[src/rtl/keccak_digest_reader_if.sv]
// Stream side of the keccak digest reader: one word per valid/ready transfer.
//   out_data  : stream word (driven by master)
//   out_valid : out_data holds a word (driven by master)
//   out_last  : marks the final word of the digest (driven by master)
//   out_ready : downstream accepts the word this cycle (driven by slave)
interface keccak_digest_reader_if #(
    parameter int unsigned WORD_W = 32
) ();
    logic [WORD_W-1:0] out_data;
    logic              out_valid;
    logic              out_last;
    logic              out_ready;

    modport master (
        output out_data,
        output out_valid,
        output out_last,
        input  out_ready
    );

    modport slave (
        input  out_data,
        input  out_valid,
        input  out_last,
        output out_ready
    );
endinterface

[src/rtl/keccak_digest_reader.sv]
// Captures the keccak core's digest into a local buffer. The buffer can be read
// at random by word index or streamed out word by word over a valid/ready link.
//   clk, rst       : clock (rising edge), asynchronous active-high reset
//   digest_in      : digest from the core, word 0 = most significant word
//   digest_valid   : one-cycle pulse, digest_in valid
//   hash_num       : random-access word index; rd_data follows one clock later
//   rd_data        : selected buffer word, 0 for indices past the last word
//   have_digest    : buffer holds a valid digest
//   stream_start   : pulse, start streaming the held digest
//   clear          : pulse, drop the digest and clear overrun
//   stream         : stream interface (out_data/out_valid/out_last/out_ready)
//   busy           : stream in progress
//   overrun        : sticky, a digest arrived during a stream and was dropped
module keccak_digest_reader #(
    parameter int unsigned DIGEST_W  = 512,
    parameter int unsigned WORD_W    = 32,
    parameter int unsigned NUM_WORDS = DIGEST_W / WORD_W
) (
    input  logic                          clk,
    input  logic                          rst,
    input  logic [DIGEST_W-1:0]           digest_in,
    input  logic                          digest_valid,
    input  logic [4:0]                    hash_num,
    output logic [WORD_W-1:0]             rd_data,
    output logic                          have_digest,
    input  logic                          stream_start,
    input  logic                          clear,
    keccak_digest_reader_if.master        stream,
    output logic                          busy,
    output logic                          overrun
);
    localparam int unsigned CNT_W = $clog2(NUM_WORDS);
    localparam logic [CNT_W-1:0] LAST_IDX = CNT_W'(NUM_WORDS - 1);

    typedef enum logic [1:0] {EMPTY, HELD, STREAM} state_e;

    state_e              state_q;
    logic [DIGEST_W-1:0] buffer_q;
    logic [CNT_W-1:0]    cnt_q;
    logic [CNT_W-1:0]    cnt_d;
    logic [WORD_W-1:0]   rd_data_q;
    logic [WORD_W-1:0]   rd_data_d;
    logic [WORD_W-1:0]   data_q;
    logic                valid_q;
    logic                last_q;
    logic                busy_q;
    logic                have_q;
    logic                overrun_q;

    logic [WORD_W-1:0]   buf_words [NUM_WORDS];

    for (genvar g = 0; g < NUM_WORDS; g++) begin : g_words
        assign buf_words[g] = buffer_q[DIGEST_W-1-g*WORD_W -: WORD_W];
    end

    always_comb begin
        cnt_d     = cnt_q + 1'b1;
        rd_data_d = '0;
        if ({1'b0, hash_num} < 6'(NUM_WORDS)) begin
            rd_data_d = buf_words[hash_num[CNT_W-1:0]];
        end
    end

    always_ff @(posedge clk or posedge rst) begin
        if (rst) begin
            state_q   <= EMPTY;
            buffer_q  <= '0;
            cnt_q     <= '0;
            rd_data_q <= '0;
            data_q    <= '0;
            valid_q   <= 1'b0;
            last_q    <= 1'b0;
            busy_q    <= 1'b0;
            have_q    <= 1'b0;
            overrun_q <= 1'b0;
        end else begin
            // Random-access port runs every cycle regardless of state.
            rd_data_q <= rd_data_d;

            if (clear) begin
                state_q   <= EMPTY;
                buffer_q  <= '0;
                cnt_q     <= '0;
                data_q    <= '0;
                valid_q   <= 1'b0;
                last_q    <= 1'b0;
                busy_q    <= 1'b0;
                have_q    <= 1'b0;
                overrun_q <= 1'b0;
            end else begin
                case (state_q)
                    EMPTY: begin
                        if (digest_valid) begin
                            buffer_q <= digest_in;
                            have_q   <= 1'b1;
                            state_q  <= HELD;
                        end
                    end
                    HELD: begin
                        if (digest_valid) begin
                            buffer_q <= digest_in;
                        end
                        if (stream_start) begin
                            state_q <= STREAM;
                            cnt_q   <= '0;
                            valid_q <= 1'b1;
                            busy_q  <= 1'b1;
                            last_q  <= (NUM_WORDS == 1);
                            // A digest captured this same cycle is the one streamed.
                            data_q  <= digest_valid ? digest_in[DIGEST_W-1 -: WORD_W]
                                                    : buf_words[0];
                        end
                    end
                    STREAM: begin
                        if (digest_valid) begin
                            overrun_q <= 1'b1;
                        end
                        // out_valid is always high in this state.
                        if (stream.out_ready) begin
                            cnt_q <= cnt_d;
                            if (last_q) begin
                                state_q <= HELD;
                                valid_q <= 1'b0;
                                last_q  <= 1'b0;
                                busy_q  <= 1'b0;
                                data_q  <= '0;
                            end else begin
                                data_q <= buf_words[cnt_d];
                                last_q <= (cnt_d == LAST_IDX);
                            end
                        end
                    end
                    default: state_q <= EMPTY;
                endcase
            end
        end
    end

    assign rd_data          = rd_data_q;
    assign have_digest      = have_q;
    assign busy             = busy_q;
    assign overrun          = overrun_q;
    assign stream.out_data  = data_q;
    assign stream.out_valid = valid_q;
    assign stream.out_last  = last_q;
endmodule

[src/flat_wrapper.sv]
// flat-port wrapper written by rule: the top's interface ports become plain ports
module keccak_digest_reader_flat 
#(
    parameter int unsigned DIGEST_W  = 512,
    parameter int unsigned WORD_W    = 32,
    parameter int unsigned NUM_WORDS = DIGEST_W / WORD_W
)
  (clk, rst, digest_in, digest_valid, hash_num, rd_data, have_digest, stream_start, clear, busy, overrun, stream_out_data, stream_out_valid, stream_out_last, stream_out_ready);
  keccak_digest_reader_if #(.WORD_W(WORD_W)) stream_i ();
  input  logic clk;
  input  logic rst;
  input  logic [DIGEST_W-1:0] digest_in;
  input  logic digest_valid;
  input  logic [4:0] hash_num;
  output logic [WORD_W-1:0] rd_data;
  output logic have_digest;
  input  logic stream_start;
  input  logic clear;
  output logic busy;
  output logic overrun;
  output wire logic [$bits(stream_i.out_data)-1:0] stream_out_data;
  output wire logic [$bits(stream_i.out_valid)-1:0] stream_out_valid;
  output wire logic [$bits(stream_i.out_last)-1:0] stream_out_last;
  input wire logic [$bits(stream_i.out_ready)-1:0] stream_out_ready;
  assign stream_out_data = stream_i.out_data;
  assign stream_out_valid = stream_i.out_valid;
  assign stream_out_last = stream_i.out_last;
  assign stream_i.out_ready = stream_out_ready;
  keccak_digest_reader #(.DIGEST_W(DIGEST_W), .WORD_W(WORD_W), .NUM_WORDS(NUM_WORDS)) u_core (.clk(clk), .rst(rst), .digest_in(digest_in), .digest_valid(digest_valid), .hash_num(hash_num), .rd_data(rd_data), .have_digest(have_digest), .stream_start(stream_start), .clear(clear), .stream(stream_i), .busy(busy), .overrun(overrun));
endmodule
[config.mk]
export PLATFORM = sky130hd
export DESIGN_NAME = keccak_digest_reader_flat
export DESIGN_NICKNAME = d
export VERILOG_FILES = /design/src/rtl/keccak_digest_reader_if.sv /design/src/rtl/keccak_digest_reader.sv /design/src/flat_wrapper.sv
export SDC_FILE = /design/constraint.sdc
export NUM_CORES = 1
export LEC_CHECK = 0
export CAP_MARGIN = 20
export CORE_ASPECT_RATIO = 0.5
export CORE_MARGIN = 2
export CORE_UTILIZATION = 52
export DETAILED_ROUTE_END_ITERATION = 8
export GPL_TIMING_DRIVEN = 0
export PLACE_DENSITY_LB_ADDON = 0.3
export SKIP_LAST_GASP = 1
export SLEW_MARGIN = 10
export SYNTH_ARGS = -nofsm -noshare
export SYNTH_HDL_FRONTEND = slang
export SYNTH_SLANG_ARGS = --single-unit
export TNS_END_PERCENT = 10
[constraint.sdc]
create_clock -name clk -period 28.8 [get_ports clk]
set_input_delay 5.76 -clock clk [delete_from_list [all_inputs] [get_ports clk]]
set_output_delay 5.76 -clock clk [all_outputs]
set_load 0.005 [all_outputs]
# Word level (Yosys, flattened, before mapping)
# Index checks and enable logic that the tools add are counted.
# W data, S select, Z words.
[word_totals] reg_bits=586
[classes] n_reduce_logical=13 eq_ne=7 magnitude_cmp=3 bitwise=2 n_mux=41 add_sub_neg=1
[op_table] cell="$mux W512" n=3
[op_table] cell="$mux W32" n=10
[op_table] cell="$bmux W32 S4" n=2
[op_table] cell="$pmux W32 S2" n=1
[op_table] cell="$mux W1" n=13
[op_table] cell="$mux W4" n=3
[op_table] cell="$ge A5 B5 Y1 const B" n=2
[op_table] cell="$mux W2" n=5
[op_table] cell="$not A4 Y5" n=2
[op_table] cell="$ne A3 B3 Y1 const B" n=3
[op_table] cell="$pmux W4 S2" n=1
[op_table] cell="$reduce_and A4 Y1" n=2
[op_table] cell="$reduce_bool A2 Y1" n=4
[op_table] cell="$pmux W2 S3" n=1
[op_table] cell="$reduce_and A2 Y1" n=3
[op_table] cell="$lt A5 B5 Y1 const B" n=1
[op_table] cell="$add A4 B1 Y4 const B" n=1
[op_table] cell="$eq A4 B4 Y1 const B" n=1
[op_table] cell="$pmux W1 S2" n=2
[op_table] cell="$ne A3 B2 Y1 const B" n=1
[op_table] cell="$reduce_and A3 Y1" n=1
[op_table] cell="$reduce_bool A3 Y1" n=1
[op_table] cell="$eq A2 B1 Y1 const B" n=1
[op_table] cell="$eq A2 B2 Y1 const B" n=1
[op_table] cell="2 further kinds" n=2

# Logic depth before layout (Yosys ltp)
[depth] ltp_word=9 mapped_depth=13

# Worst setup path before layout
# No wires, ideal clock.
[synth_path] kind="input-to-reg" startpoint="input port hash_num[0]" endpoint="register u_core.rd_data_q[1] (netlist: u_core.rd_data[1])" n_path_buf=2 path_slack_ns=21.277 arrival_time_ns=7.391 required_time_ns=28.668 path_stages=5 path_cell_list="clkbuf_1 buf_2 mux4_2 mux4_2 nor2b_1"
[synth_between] elab_chain_cells=5 word_cells_on_any_way=6 cone_classes="order compare (1); mux (4); bitwise (1)"
[synth_rtl] item="from (decl)" line_no="flat_wrapper.sv:14" rtl="input logic [4:0] hash_num;"
[synth_rtl] item="$not A4 Y5 (implied by the code)" line_no="keccak_digest_reader.sv:60" rtl="rd_data_d = buf_words[hash_num[CNT_W-1:0]];"
[synth_rtl] item="$bmux W32 S4" line_no="keccak_digest_reader.sv:60"
[synth_rtl] item="$mux W32 (implied by the code) (2 in series)" line_no="keccak_digest_reader.sv:60"
[synth_rtl] item="$mux W32 *" line_no="keccak_digest_reader.sv:59" rtl="if ({1'b0, hash_num} < 6'(NUM_WORDS)) begin"
[synth_rtl] item="via u_core.rd_data_d[1]" line_no="keccak_digest_reader.sv:42" rtl="logic [WORD_W-1:0] rd_data_d;"
[synth_rtl] item="to (signal assigned)" line_no="keccak_digest_reader.sv:78" rtl="rd_data_q <= rd_data_d;"
[synth_rtl] item="to (decl)" line_no="keccak_digest_reader.sv:41" rtl="logic [WORD_W-1:0] rd_data_q;"
# Mark *: on every way through the listed nets, which the timed path passes. The rest lies on a longest branch. The select of a mux whose other input is x is not followed.
# A chain may end at the register's enable or synchronous reset.

# Worst setup path after layout
[layout_path] startpoint="input port clear" endpoint="register u_core.buffer_q[3] (netlist: u_core.buf_words[3])"
[layout_between] elab_chain_cells=2 word_cells_on_any_way=4 cone_classes="mux (1); reduce/logical (3)"
[layout_rtl] item="from (decl)" line_no="flat_wrapper.sv:18" rtl="input logic clear;"
[layout_rtl] item="$reduce_bool A2 Y1 (no line)"
[layout_rtl] item="$reduce_and A2 Y1 (no line)"
[layout_rtl] item="to (signal assigned)" line_no="keccak_digest_reader.sv:94" rtl="buffer_q <= digest_in;"
[layout_rtl] item="to (signal assigned)" line_no="keccak_digest_reader.sv:101" rtl="buffer_q <= digest_in;"
[layout_rtl] item="to (decl)" line_no="keccak_digest_reader.sv:38" rtl="logic [DIGEST_W-1:0] buffer_q;"
# Parallel ways exist; a longest one is shown, timed or not.

==> results_dict.tcl <==
set metrics [dict create \
    fin_nets 3105 \
    synth-xor-area-share 0.001739 \
    synth.avg_cell_area_sq_um 14.92 \
    tightestPinTransition_ns 1.356 \
    syn_inst 1928 \
    port_buffers 587 \
    yosys.area_share.simple 0.02287 \
    cp-end-kind "flip-flop" \
    rows 60 \
    gp_congestion 1.065 \
    seq_area_frac_synth 0.5096 \
    synth_top_family_by_area "multiplexers" \
    final_core_util 0.6963 \
    cts_resized 0 \
    comb_power_share 0.189 \
    critPathRequiredTime_ns 29.37 \
    die_w_um 336.7 \
    cts_buffer_depth 3 \
    clkPwrFrac 0.373 \
    antenna_found_initial 21 \
    die_h_um 170.3 \
    rsz0062_at_grt "no" \
    ir_drop_mv 0.05743 \
    numClockSinks 586 \
    period_needed_ns 8.415 \
    p_switching_uw 607.9 \
    pwr_density_cell_mw_per_mm2 56.52 \
    core_area_sq_mm 0.05420 \
    cts-root-buf "clkbuf_16" \
    cts-htree-levels 2 \
    hold_buffers 0 \
    synth_nets 2453 \
    dp_hpwl_mm 102.4 \
    areaGrowthSynthToFinish_pct 31.15 \
    synth_compound_area_frac 0.1776 \
    muxShareOfSynthArea 0.2546 \
    finClkSkew_ns 0.03209 \
    ios 592 \
    p_sw_frac 0.2850 \
    yosysMostFrequentCell "dfrtp_1" \
    ys.flop_type "dfrtp_1" \
    grt_pass1_vias 23880 \
    final_area_sq_mm 0.03774 \
    drive_gt1_frac 0.1735 \
    synth.area.top_cells "dfrtp_1 (51%), mux4_2 (23%), a22o_1 (16%), clkbuf_1 (2.1%), mux2i_1 (1.9%)" \
    synth_top_cell_by_area "dfrtp_1" \
    ant_nets 0 \
    max_freq_mhz 118.8 \
    seq_power_share 0.439 \
    relSlewSlack 0.09569 \
    synth_common_cells "dfrtp_1 (586), a22o_1 (512), mux4_2 (299), clkbuf_1 (160), nand2_1 (55)" \
    wl_per_cell_um 39.77 \
    placed_area_sq_mm 0.03577 \
    finalCritPeriodShare 0.2922 \
    p_total_uw 2133 \
    critPathKind "in2reg" \
    async_flop_share 1.000 \
    cp-start-kind "primary input" \
    fill_cells 3832 \
    maxCapViolations 0 \
    post_cts_buffers 0 \
    synth-seq-cells 586 \
    synth_warnings 0 \
    final_cells 3386 \
    slew_violations 0 \
    synth_edf_count 0 \
    grt_max_degree 115 \
    dpl.cell_count 3267 \
    leakage_uw 0.01618 \
    setup_tns_ns 0 \
    status "completed" \
    yosysTopAreaCellShare 0.5096 \
    path_max_fanout 10 \
    synth_fa_ha_area_frac 0.0008696 \
    setup_viol_count_final 0 \
    vias_per_cell 7.293 \
    p_int_uw 1525 \
    drtPass1Iterations 8 \
    grt-ovfl-total 0 \
    vias 24690 \
    clkLatencyLatePin_ns 0.63 \
    hold_class "reg2reg" \
    cts_tree "built" \
    gr-usage-all-layers 0.4698 \
    timing.final.hold_violations 0 \
    grt_pass1_wl_mm 183.8 \
    cts_buffers 52 \
    dieArea_sq_mm 0.05735 \
    initial_core_util 0.5309 \
    crit_arrival_ns 8.98 \
    synth_area_sq_mm 0.02878 \
    synth.distinct_cells 36 \
    drtIter0Drc 3756 \
    path_clk_slew_ns 0.07 \
    remaining_drc_errors 0 \
    wl_mm 134.7 \
]
==> per-stage QoR <==
stage	setup slack (ns)	hold slack (ns)
after floorplan	6.642	0.4817
after detailed placement	19.93	0.4899
final	20.38	0.5149
after global routing	20.51	0.5421
after CTS	20.53	0.5079
after global placement	-0.05405	0.4791
==> worst max-delay path: stages <==
cell             delay, ns
clkdlybuf4s50_1       0.52
nor3b_1               0.23
clkbuf_1              0.56
clkbuf_1              0.83
clkbuf_1              0.81
a22o_1                0.26
==> layer usage <==
layer	global-route usage	wire (um)	vias to the layer above
li1	-	-	9174
met1	0.6103	47950	12980
met2	0.6503	57170	2163
met3	0.2780	23720	365
met4	0.1512	5075	12
met5	0.07404	736	-
==> final cells by class <==
class | instances | area, sq um | area share
clock inverters | 27 | 385.4 | 0.01021
multi-input cells | 1118 | 13170 | 0.3490
plain buffers | 210 | 890.9 | 0.02361
inverters | 14 | 60.06 | 0.001591
well taps | 744 | 930.9 | 0.02467
repair buffers | 598 | 6081 | 0.1611
clock buffers | 70 | 1510 | 0.04002
diodes | 19 | 47.55 | 0.001260
flip-flops and latches | 586 | 14660 | 0.3886
==> final timing paths <==
path,from,end,slack [ns],depth (start not counted)
max in group asynchronous,rst,u_core.buf_words[38],21.83,4
hold reg to reg,u_core.stream.out_data[16],u_core.stream.out_data[16],0.51,2
setup / recovery,clear,u_core.buf_words[3],20.38,6
setup reg to reg,u_core.cnt_q[0],u_core.stream.out_data[13],23.66,12
hold / removal,u_core.stream.out_data[16],u_core.stream.out_data[16],0.51,2
min in group asynchronous,rst,u_core.buf_words[280],5.51,2
==> cells in the final DEF (no fill, tap or decap), types with 31 or more instances in the layout <==
cell and count:
clkdlybuf4s50_1 587, dfrtp_1 586, a22o_1 512, mux4_2 299, clkbuf_1 163, nand2_1 55
mux2i_1 54, clkbuf_16 53, a21oi_1 52, nor2b_1 34, buf_2 32, nor2_1 31
==> state kept, by name, indices dropped and copies added (netlist names) <==
name                     cells
u_core.buf_words           512
u_core.rd_data              32
u_core.stream.out_data      32
u_core.cnt_q                 4
u_core.state_q               2
u_core.have_digest           1
u_core.overrun               1
u_core.stream.out_last       1
u_core.stream.out_valid      1
==> cells by family after synthesis <==
group | Yosys count
AOI/OAI and AO/OA | 615
DFF | 586
muxes | 355
buffers and inverters | 224
and+or+nand+nor | 142
xor gates and xnor gates | 4
adders and majority gates | 2
==> power by group through the flow <==
stage               registers, uW  logic (uW)  clock network [uW]
floorplan                     924         183                   0
CTS                           931         385                 788
finish                        936         403                 795
global route                  938         410                 828
detailed placement            946         382                   0
global placement              945         375                   0
Note: power is estimated with default switching activity, not from simulation.
